`config.mk`:
```
export PLATFORM = sky130hd
export DESIGN_NAME = sifh_hist_seq
export DESIGN_NICKNAME = d
export VERILOG_FILES = /design/src/rtl/sifh_pkg.sv /design/src/rtl/sifh_peak_tracker.sv /design/src/rtl/sifh_hist_seq.sv
export SDC_FILE = /design/constraint.sdc
export NUM_CORES = 1
export LEC_CHECK = 0
export CELL_PAD_IN_SITES_DETAIL_PLACEMENT = 1
export CELL_PAD_IN_SITES_GLOBAL_PLACEMENT = 1
export CORE_ASPECT_RATIO = 1.75
export CORE_MARGIN = 2
export CORE_UTILIZATION = 40
export DETAILED_ROUTE_END_ITERATION = 7
export GPL_TIMING_DRIVEN = 0
export PLACE_DENSITY = 0.88
export SLEW_MARGIN = 20
export SYNTH_ARGS = -nofsm -noshare
export SYNTH_HDL_FRONTEND = slang
export SYNTH_SLANG_ARGS = --single-unit
export TNS_END_PERCENT = 30
```
`constraint.sdc`:
```
create_clock -name clk -period 4.1 [get_ports clk]
set_input_delay 0.82 -clock clk [delete_from_list [all_inputs] [get_ports clk]]
set_output_delay 0.82 -clock clk [all_outputs]
set_load 0.005 [all_outputs]
```
`src/rtl/sifh_pkg.sv`:
```
// Shared definitions for the histogram sequencer: parameter defaults and FSM state encoding.
package sifh_pkg;

  localparam int unsigned NbDefault    = 8;
  localparam int unsigned PeakWDefault = 12;

  typedef enum logic [2:0] {
    StIdle,
    StClear,
    StAcq,
    StDrain,
    StScan,
    StDone
  } sifh_state_e;

endpackage

```
`src/rtl/sifh_peak_tracker.sv`:
```
// Running maximum over scanned bins; strictly-greater update keeps the lowest bin on ties.
module sifh_peak_tracker
  import sifh_pkg::*;
#(
  parameter int unsigned NB     = NbDefault,
  parameter int unsigned PEAK_W = PeakWDefault
) (
  input  logic              clk,
  input  logic              rst_n,
  input  logic              clear,
  input  logic              valid,
  input  logic [NB-1:0]     bin,
  input  logic [PEAK_W-1:0] count,
  output logic [NB-1:0]     peak_bin,
  output logic [PEAK_W-1:0] peak_count
);

  always_ff @(posedge clk or negedge rst_n) begin
    if (!rst_n) begin
      peak_bin   <= '0;
      peak_count <= '0;
    end else if (clear) begin
      peak_bin   <= '0;
      peak_count <= '0;
    end else if (valid && (count > peak_count)) begin
      peak_bin   <= bin;
      peak_count <= count;
    end
  end

endmodule

```
`src/rtl/sifh_hist_seq.sv`:
```
// Histogram sequencer: clears an external RAM, accumulates timestamp bins with a
// forwarded read-modify-write pipeline, then scans for the peak bin.
module sifh_hist_seq
  import sifh_pkg::*;
#(
  parameter int unsigned NB     = NbDefault,
  parameter int unsigned PEAK_W = PeakWDefault
) (
  input  logic              clk,
  input  logic              res,
  input  logic              start,
  input  logic              abort,
  input  logic [23:0]       acq_cycles,
  input  logic              tdc_valid,
  input  logic [NB-1:0]     tdc_bin,
  output logic [NB-1:0]     waddr,
  output logic [PEAK_W-1:0] wdata,
  output logic              wen,
  output logic [NB-1:0]     raddr,
  output logic              ren,
  input  logic [PEAK_W-1:0] rdata,
  output logic              busy,
  output logic              done,
  output logic [NB-1:0]     peak_bin,
  output logic [PEAK_W-1:0] peak_count,
  output logic              ovf
);

  sifh_state_e state_q, state_d;

  // idx carries one extra bit so SCAN can spend a cycle waiting on the last read.
  logic [NB:0]       idx_q, idx_d;
  logic [23:0]       acq_q, acq_d;
  logic              p_valid_q;
  logic [NB-1:0]     p_bin_q;
  logic              fw_valid_q;
  logic [NB-1:0]     fw_bin_q;
  logic [PEAK_W-1:0] fw_data_q;
  logic              s_valid_q;
  logic [NB-1:0]     s_bin_q;
  logic              ovf_q;

  logic              start_ok;
  logic              accept;
  logic              rmw_wen;
  logic [PEAK_W-1:0] base;
  logic              at_max;
  logic [PEAK_W-1:0] inc_data;

  assign start_ok = (state_q == StIdle) && start && !abort;
  assign accept   = (state_q == StAcq) && tdc_valid && !abort;
  assign rmw_wen  = p_valid_q && !abort;

  // The write issued last cycle lands in RAM on the same edge as this read, so forward it.
  assign base     = (fw_valid_q && (fw_bin_q == p_bin_q)) ? fw_data_q : rdata;
  assign at_max   = &base;
  assign inc_data = at_max ? base : base + PEAK_W'(1);

  always_comb begin
    state_d = state_q;
    idx_d   = idx_q;
    acq_d   = acq_q;
    wen     = 1'b0;
    waddr   = '0;
    wdata   = '0;
    ren     = 1'b0;
    raddr   = '0;
    busy    = (state_q != StIdle);
    done    = 1'b0;

    unique case (state_q)
      StIdle: begin
        if (start_ok) begin
          state_d = StClear;
          idx_d   = '0;
          acq_d   = acq_cycles;
        end
      end
      StClear: begin
        wen   = 1'b1;
        waddr = idx_q[NB-1:0];
        idx_d = idx_q + 1'b1;
        if (idx_q[NB-1:0] == {NB{1'b1}}) begin
          idx_d   = '0;
          state_d = (acq_q == '0) ? StDrain : StAcq;
        end
      end
      StAcq: begin
        if (tdc_valid) begin
          ren   = 1'b1;
          raddr = tdc_bin;
        end
        acq_d = acq_q - 24'd1;
        if (acq_q == 24'd1) state_d = StDrain;
      end
      StDrain: begin
        if (!p_valid_q) state_d = StScan;
      end
      StScan: begin
        if (!idx_q[NB]) begin
          ren   = 1'b1;
          raddr = idx_q[NB-1:0];
          idx_d = idx_q + 1'b1;
        end else begin
          state_d = StDone;
        end
      end
      StDone: begin
        done    = 1'b1;
        state_d = StIdle;
      end
      default: state_d = StIdle;
    endcase

    // p_valid_q can only be set while in ACQ or DRAIN.
    if (p_valid_q) begin
      wen   = 1'b1;
      waddr = p_bin_q;
      wdata = inc_data;
    end

    if (abort) begin
      state_d = StIdle;
      wen     = 1'b0;
      waddr   = '0;
      wdata   = '0;
      ren     = 1'b0;
      raddr   = '0;
      done    = 1'b0;
    end
  end

  always_ff @(posedge clk or negedge res) begin
    if (!res) begin
      state_q    <= StIdle;
      idx_q      <= '0;
      acq_q      <= '0;
      p_valid_q  <= 1'b0;
      p_bin_q    <= '0;
      fw_valid_q <= 1'b0;
      fw_bin_q   <= '0;
      fw_data_q  <= '0;
      s_valid_q  <= 1'b0;
      s_bin_q    <= '0;
      ovf_q      <= 1'b0;
    end else begin
      state_q    <= state_d;
      idx_q      <= idx_d;
      acq_q      <= acq_d;
      p_valid_q  <= accept;
      p_bin_q    <= tdc_bin;
      fw_valid_q <= rmw_wen;
      fw_bin_q   <= p_bin_q;
      fw_data_q  <= inc_data;
      s_valid_q  <= ren && (state_q == StScan);
      s_bin_q    <= raddr;
      if (start_ok) begin
        ovf_q <= 1'b0;
      end else if (rmw_wen && at_max) begin
        ovf_q <= 1'b1;
      end
    end
  end

  assign ovf = ovf_q;

  sifh_peak_tracker #(
    .NB     (NB),
    .PEAK_W (PEAK_W)
  ) u_peak (
    .clk        (clk),
    .rst_n      (res),
    .clear      (start_ok),
    .valid      (s_valid_q && !abort),
    .bin        (s_bin_q),
    .count      (rdata),
    .peak_bin   (peak_bin),
    .peak_count (peak_count)
  );

endmodule

```
After elaboration in Yosys (flattened, before gate mapping)
Index checks and enable logic that the tools add are counted.
- add/sub/neg operators: 3
- order comparisons: 1
- equal/unequal tests: 15
- multiplexer cells: 40
- reductions and logical operators: 23
- operators by type and width (cell ; number):
    12-bit two-way mux ; 6
    8-bit two-way mux ; 8
    24-bit one-hot mux with 2 select lines ; 1
    9-bit two-way mux ; 3
    9-bit one-hot mux with 3 select lines ; 1
    24-bit by 1-bit equality test with 1-bit output, second input constant ; 1
    24-bit logical NOT ; 1
    24-bit two-way mux ; 1
    24-bit by 1-bit subtractor with 24-bit output, second input constant ; 1
    3-bit two-way mux ; 6
    8-bit one-hot mux with 2 select lines ; 1
    3-bit one-hot mux with 5 select lines ; 1
    12-bit by 1-bit adder with 12-bit output, second input constant ; 1
    12-bit > comparator ; 1
    3-bit inequality test, second input constant ; 4
    12-bit AND reduction ; 1
    1-bit two-way mux ; 11
    1-bit logical AND ; 10
    9-bit by 1-bit adder with 9-bit output, second input constant ; 1
    8-bit equality test ; 1
    8-bit equality test, second input constant ; 1
    3-bit by 2-bit equality test with 1-bit output, second input constant ; 2
    3-bit equality test, second input constant ; 2
    2-bit nonzero test ; 3
    10 further kinds ; 13
- flip-flop bits (word level): 96
- input bits: 49
- logic and storage cells: 96

Logic depth before layout (Yosys ltp)
- word-level depth: 7
- mapped depth: 13
- mapped depth without buffers: 11

By module
From an unflattened synthesis, not the netlist that was laid out.
- cell total of the unflattened synthesis: 645
- area, all modules: 5936.9 um2
- modules (own cells, without submodules) (module ; times used ; cells an instance ; area each (um2) ; seq. area each (um2)):
    sifh_hist_seq ; 1 ; 450 ; 4280.4 ; 1901.8
    sifh_peak_tracker ; 1 ; 195 ; 1656.6 ; 500.5

Worst setup path before layout
No wires, ideal clock.
- path type: reg2out
- start point: reg p_bin_q[7]
- end point: out wdata[6]
- arrival: 3.092 ns
- path slack: 0.188 ns
- stages on the path, launching flop included: 14
- path through: dfrtp_1 -> xnor2_1 -> nand3_1 -> nor3_1 -> clkbuf_1 -> nand2_1 -> o21ai_0 -> ha_1 -> inv_1 -> or4_1 -> clkbuf_1 -> o2111ai_1 -> xnor2_1 -> a211oi_1
- longest elaborated chain between the ends: 7
- ends and longest elaborated chain (what ; RTL line ; RTL):
    from (decl) ; sifh_hist_seq.sv:35 ; logic [NB-1:0] p_bin_q;
    from (signal assigned) ; sifh_hist_seq.sv:151 ; p_bin_q <= tdc_bin;
    8-bit equality test (*) ; sifh_hist_seq.sv:55 ; assign base = (fw_valid_q && (fw_bin_q == p_bin_q)) ? fw_data_q : rdata;
    1-bit logical AND (*) ; sifh_hist_seq.sv:55 ;
    12-bit two-way mux (*) ; sifh_hist_seq.sv:55 ;
    12-bit by 1-bit adder with 12-bit output or 12-bit AND reduction (tied branches) ; sifh_hist_seq.sv:57, sifh_hist_seq.sv:56 ;
    12-bit two-way mux (*) ; sifh_hist_seq.sv:57 ; assign inc_data = at_max ? base : base + PEAK_W'(1);
    12-bit two-way mux (*) ; sifh_hist_seq.sv:116 ; if (p_valid_q) begin
    12-bit two-way mux (*) ; sifh_hist_seq.sv:122 ; if (abort) begin
    to (decl) ; sifh_hist_seq.sv:17 ; output logic [PEAK_W-1:0] wdata,
Mark *: on every way between the ends. The rest lies on a longest branch, timed or not.

Worst setup path after layout
- start point: in rdata[0]
- end point: out wdata[5]
- longest elaborated chain between the ends: 5
- ends and longest elaborated chain (what ; RTL line ; RTL):
    from (decl) ; sifh_hist_seq.sv:21 ; input logic [PEAK_W-1:0] rdata,
    12-bit two-way mux (*) ; sifh_hist_seq.sv:55 ;
    12-bit by 1-bit adder with 12-bit output or 12-bit AND reduction (tied branches) ; sifh_hist_seq.sv:57, sifh_hist_seq.sv:56 ;
    12-bit two-way mux (*) ; sifh_hist_seq.sv:57 ;
    12-bit two-way mux (*) ; sifh_hist_seq.sv:116 ;
    12-bit two-way mux (*) ; sifh_hist_seq.sv:122 ;
Marks and branches as above.

==> results.toml <==
[global_routing]
antenna_found_initial = 0
grt_usage = 0.277
grt_pass1_vias = 6229
overflow = 0
grt_max_degree = 66
grt_pass1_wl_um = 32500

[die]
start_util = 0.411
dieArea_um2 = 14800
row_count = 56
io_pins = 102
die_x_um = 92.9
core_um2 = 13500
die_y_um = 160

[worst_setup_path]
cp_cell_sequence = "clkdlybuf4s50_1 > inv_1 > o21ai_4 > ha_4 > inv_4 > or4_4 > buf_8 > o211ai_1 > xor2_1 > a211oi_1 > buf_2"
crit_start = "rdata[0]"
reg2reg_slack_ns = 0.58
worst_ep_required_time_ns = 3.28
startpoint_type = "primary input"
critical-path-max-stage-delay_ns = 0.60
r2r_start = "p_bin_q[0]"
worstPathArrival_ns = 3.42
crit_type = "in2out"
crit_slowest_cell = "clkdlybuf4s50_1"
cp_max_fo = 5
end_kind = "primary output"

[place]
gp_congestion = 0.862
dpl.hpwl_um = 14300
portBuffers = 101

[route]
met1_length_um = 7280
wl_um = 20900
vias = 5646
post-route-drc-count = 0
top_layer_used = "met4"
wl_per_cell_um = 22.4
via_per_inst = 6.06
drt_pass1_iterations = 4
routed-wl-met3_um = 714
wl_met2_um = 11700
drt_iter0_markers = 192
postRouteAntennaNets = 0

[logic_synthesis]
syn_nets = 677
yosysTopAreaCellShare = 0.434
ys_seq_elements = 96
synthTopCellsByArea = "dfrtp_1, nand2_1, mux2i_1"
synth_edf_count = 0
synthCells = 611
yosysUniqueCellTypes = 61
synth_flop_cell = "dfrtp_1"
netlist_area_um2 = 5530
yosysWarningCount = 0
async_flop_share = 1.00
avgSynthCellArea_um2 = 9.05
seq_area_frac_synth = 0.434
synth_top_area_cell = "dfrtp_1"

[sta]
finalSetupViolations = 9
period_minus_slack_ns = 4.24
setup_tns_ns = -0.583
slew_headroom = 0.429
finClkSkew_ns = 0.0162
report.final.slew_viol_count = 0
max_freq_mhz = 236
period_share = 1.03
fin_ws_ns = -0.143
timing_hold_violations_final = 0
rsz0062_at_grt = "true"
tightest_slew_ns = 0.850
worst_hold_slack_ns = 0.352

[pwr]
power_density_nw_per_um2 = 401
combPwrFrac = 0.293
p_leak_nw = 3.03
internal-power_mw = 1.89
seqPwrFrac = 0.424
power_mw = 3.02
switchingPower_mw = 1.14
swShare = 0.376
clockPowerShare = 0.284
ir_drop_mv = 0.262

[finish]
fin_nets = 818
drive_above_1_share = 0.152
diodes = 0
area_growth_pct = 36.1
multi_input_area_um2 = 3150
final_common_cell = "dfrtp_1"
final_cell_mix = "dfrtp_1, clkdlybuf4s50_1, nand2_1"
regArea_um2 = 2400
n_fill_cell = 1535

[clocking]
cts_sinks = 96
cts_root_buffer = "clkbuf_16"
cts_tree = "done"
postCtsHoldBufs = 0
cts_htree_levels = 3
cts_buffer_depth = 2
clk_latency_ns = 0.36
cts_made_buffers = 9
cts.clk_slew.worst_paths_ns = 0.09

[status]
status = "complete, but fails checks"
violations = "negative setup slack"

[run]
max_cap_violations = 0

[hold_path]
min_path_type = "in2async"
[power groups by stage]
stage	Clock, mW	Sequential, mW	Combinational, mW
2_1_floorplan	0	1.23	0.534
3_3_place_gp	0	1.26	0.779
3_5_place_dp	0	1.28	0.836
4_1_cts	0.866	1.27	0.867
5_1_grt	0.904	1.30	0.980
6_report	0.857	1.28	0.884
[sequential cells by signal, summed over array words and instances (netlist names)]
name / cells
acq_q: 24
fw_data_q: 12
u_peak.peak_count: 12
idx_q: 9
fw_bin_q: 8
p_bin_q: 8
s_bin_q: 8
u_peak.peak_bin: 8
state_q: 3
fw_valid_q: 1
ovf: 1
p_valid_q: 1
s_valid_q: 1
[layer usage]
metal  vias up  track usage
li1       2514            -
met1      2841        0.291
met2       206        0.520
met3        85       0.0322
met4         0        0.154
met5         -            0
[kinds of logic after synthesis]
family	share of synthesized area
compound gates	0.191
xor+xnor	0.0301
fa+ha+maj	0.0385
mux	0.0473
flops	0.434
simple gates	0.219
buf+inv	0.0400
[synthesized netlist by cell type, drive strengths merged, types with 9 or more instances]
master  number
nand3       18
nand2       88
a22o        10
a21oi       34
inv         26
a211oi      11
nor4        11
dfrtp       96
or3         12
clkbuf      27
xnor2       12
nor3        14
o211ai      11
mux2i       25
nor2        49
o21ai       25
a22oi        9
nand4        9
ha          17
[critical path, delay by kind of cell]
family                   cells  cell delay, ns
adder cells (fa/ha/maj)      1            0.19
buffers and inverters        5            1.12
AO/OA/AOI/OAI                3            0.68
AND/OR/NAND/NOR              1            0.47
XOR/XNOR                     1            0.15
[stage by stage]
stage,util,instances,worst slack [ns],cell area [µm²]
final,0.560,931,-0.143,7530
after global routing,0.560,931,-0.313,7530
after CTS,0.549,925,-0.0923,7380
after detailed placement,0.505,887,-1.28,6800
after global placement,0.503,886,-1.44,6760
after floorplan,-,611,0.188,5530
[path summary, 6_finish.rpt]
kind / end / cells after the start
worst min register to register: fw_bin_q[4] / 0
worst max register to register: fw_data_q[7] / 18
worst min-delay path: u_peak.peak_count[9] / 1
max in group asynchronous: u_peak.peak_count[1] / 2
min in group clk: fw_bin_q[4] / 0
worst max-delay path: wdata[5] / 11
[area by class of cell]
cell class / instances / area share
Buffer: 30 / 0.0188
Clock buffer: 9 / 0.0299
Clock inverter: 7 / 0.00848
Inverter: 26 / 0.0133
Multi-Input combinational cell: 458 / 0.418
Sequential cell: 96 / 0.319
Tap cell: 174 / 0.0289
Timing Repair Buffer: 131 / 0.164
[what timing repair did]
| action | in CTS | in global routing |
|---|---|---|
| buffers inserted | 22 | 6 |
| gates cloned | 1 | 0 |
| setup endpoints to repair | 13 | 12 |
| pin swaps | 20 | 11 |
| resized for setup | 73 | 21 |
Note: power is estimated with default switching activity, not from simulation.
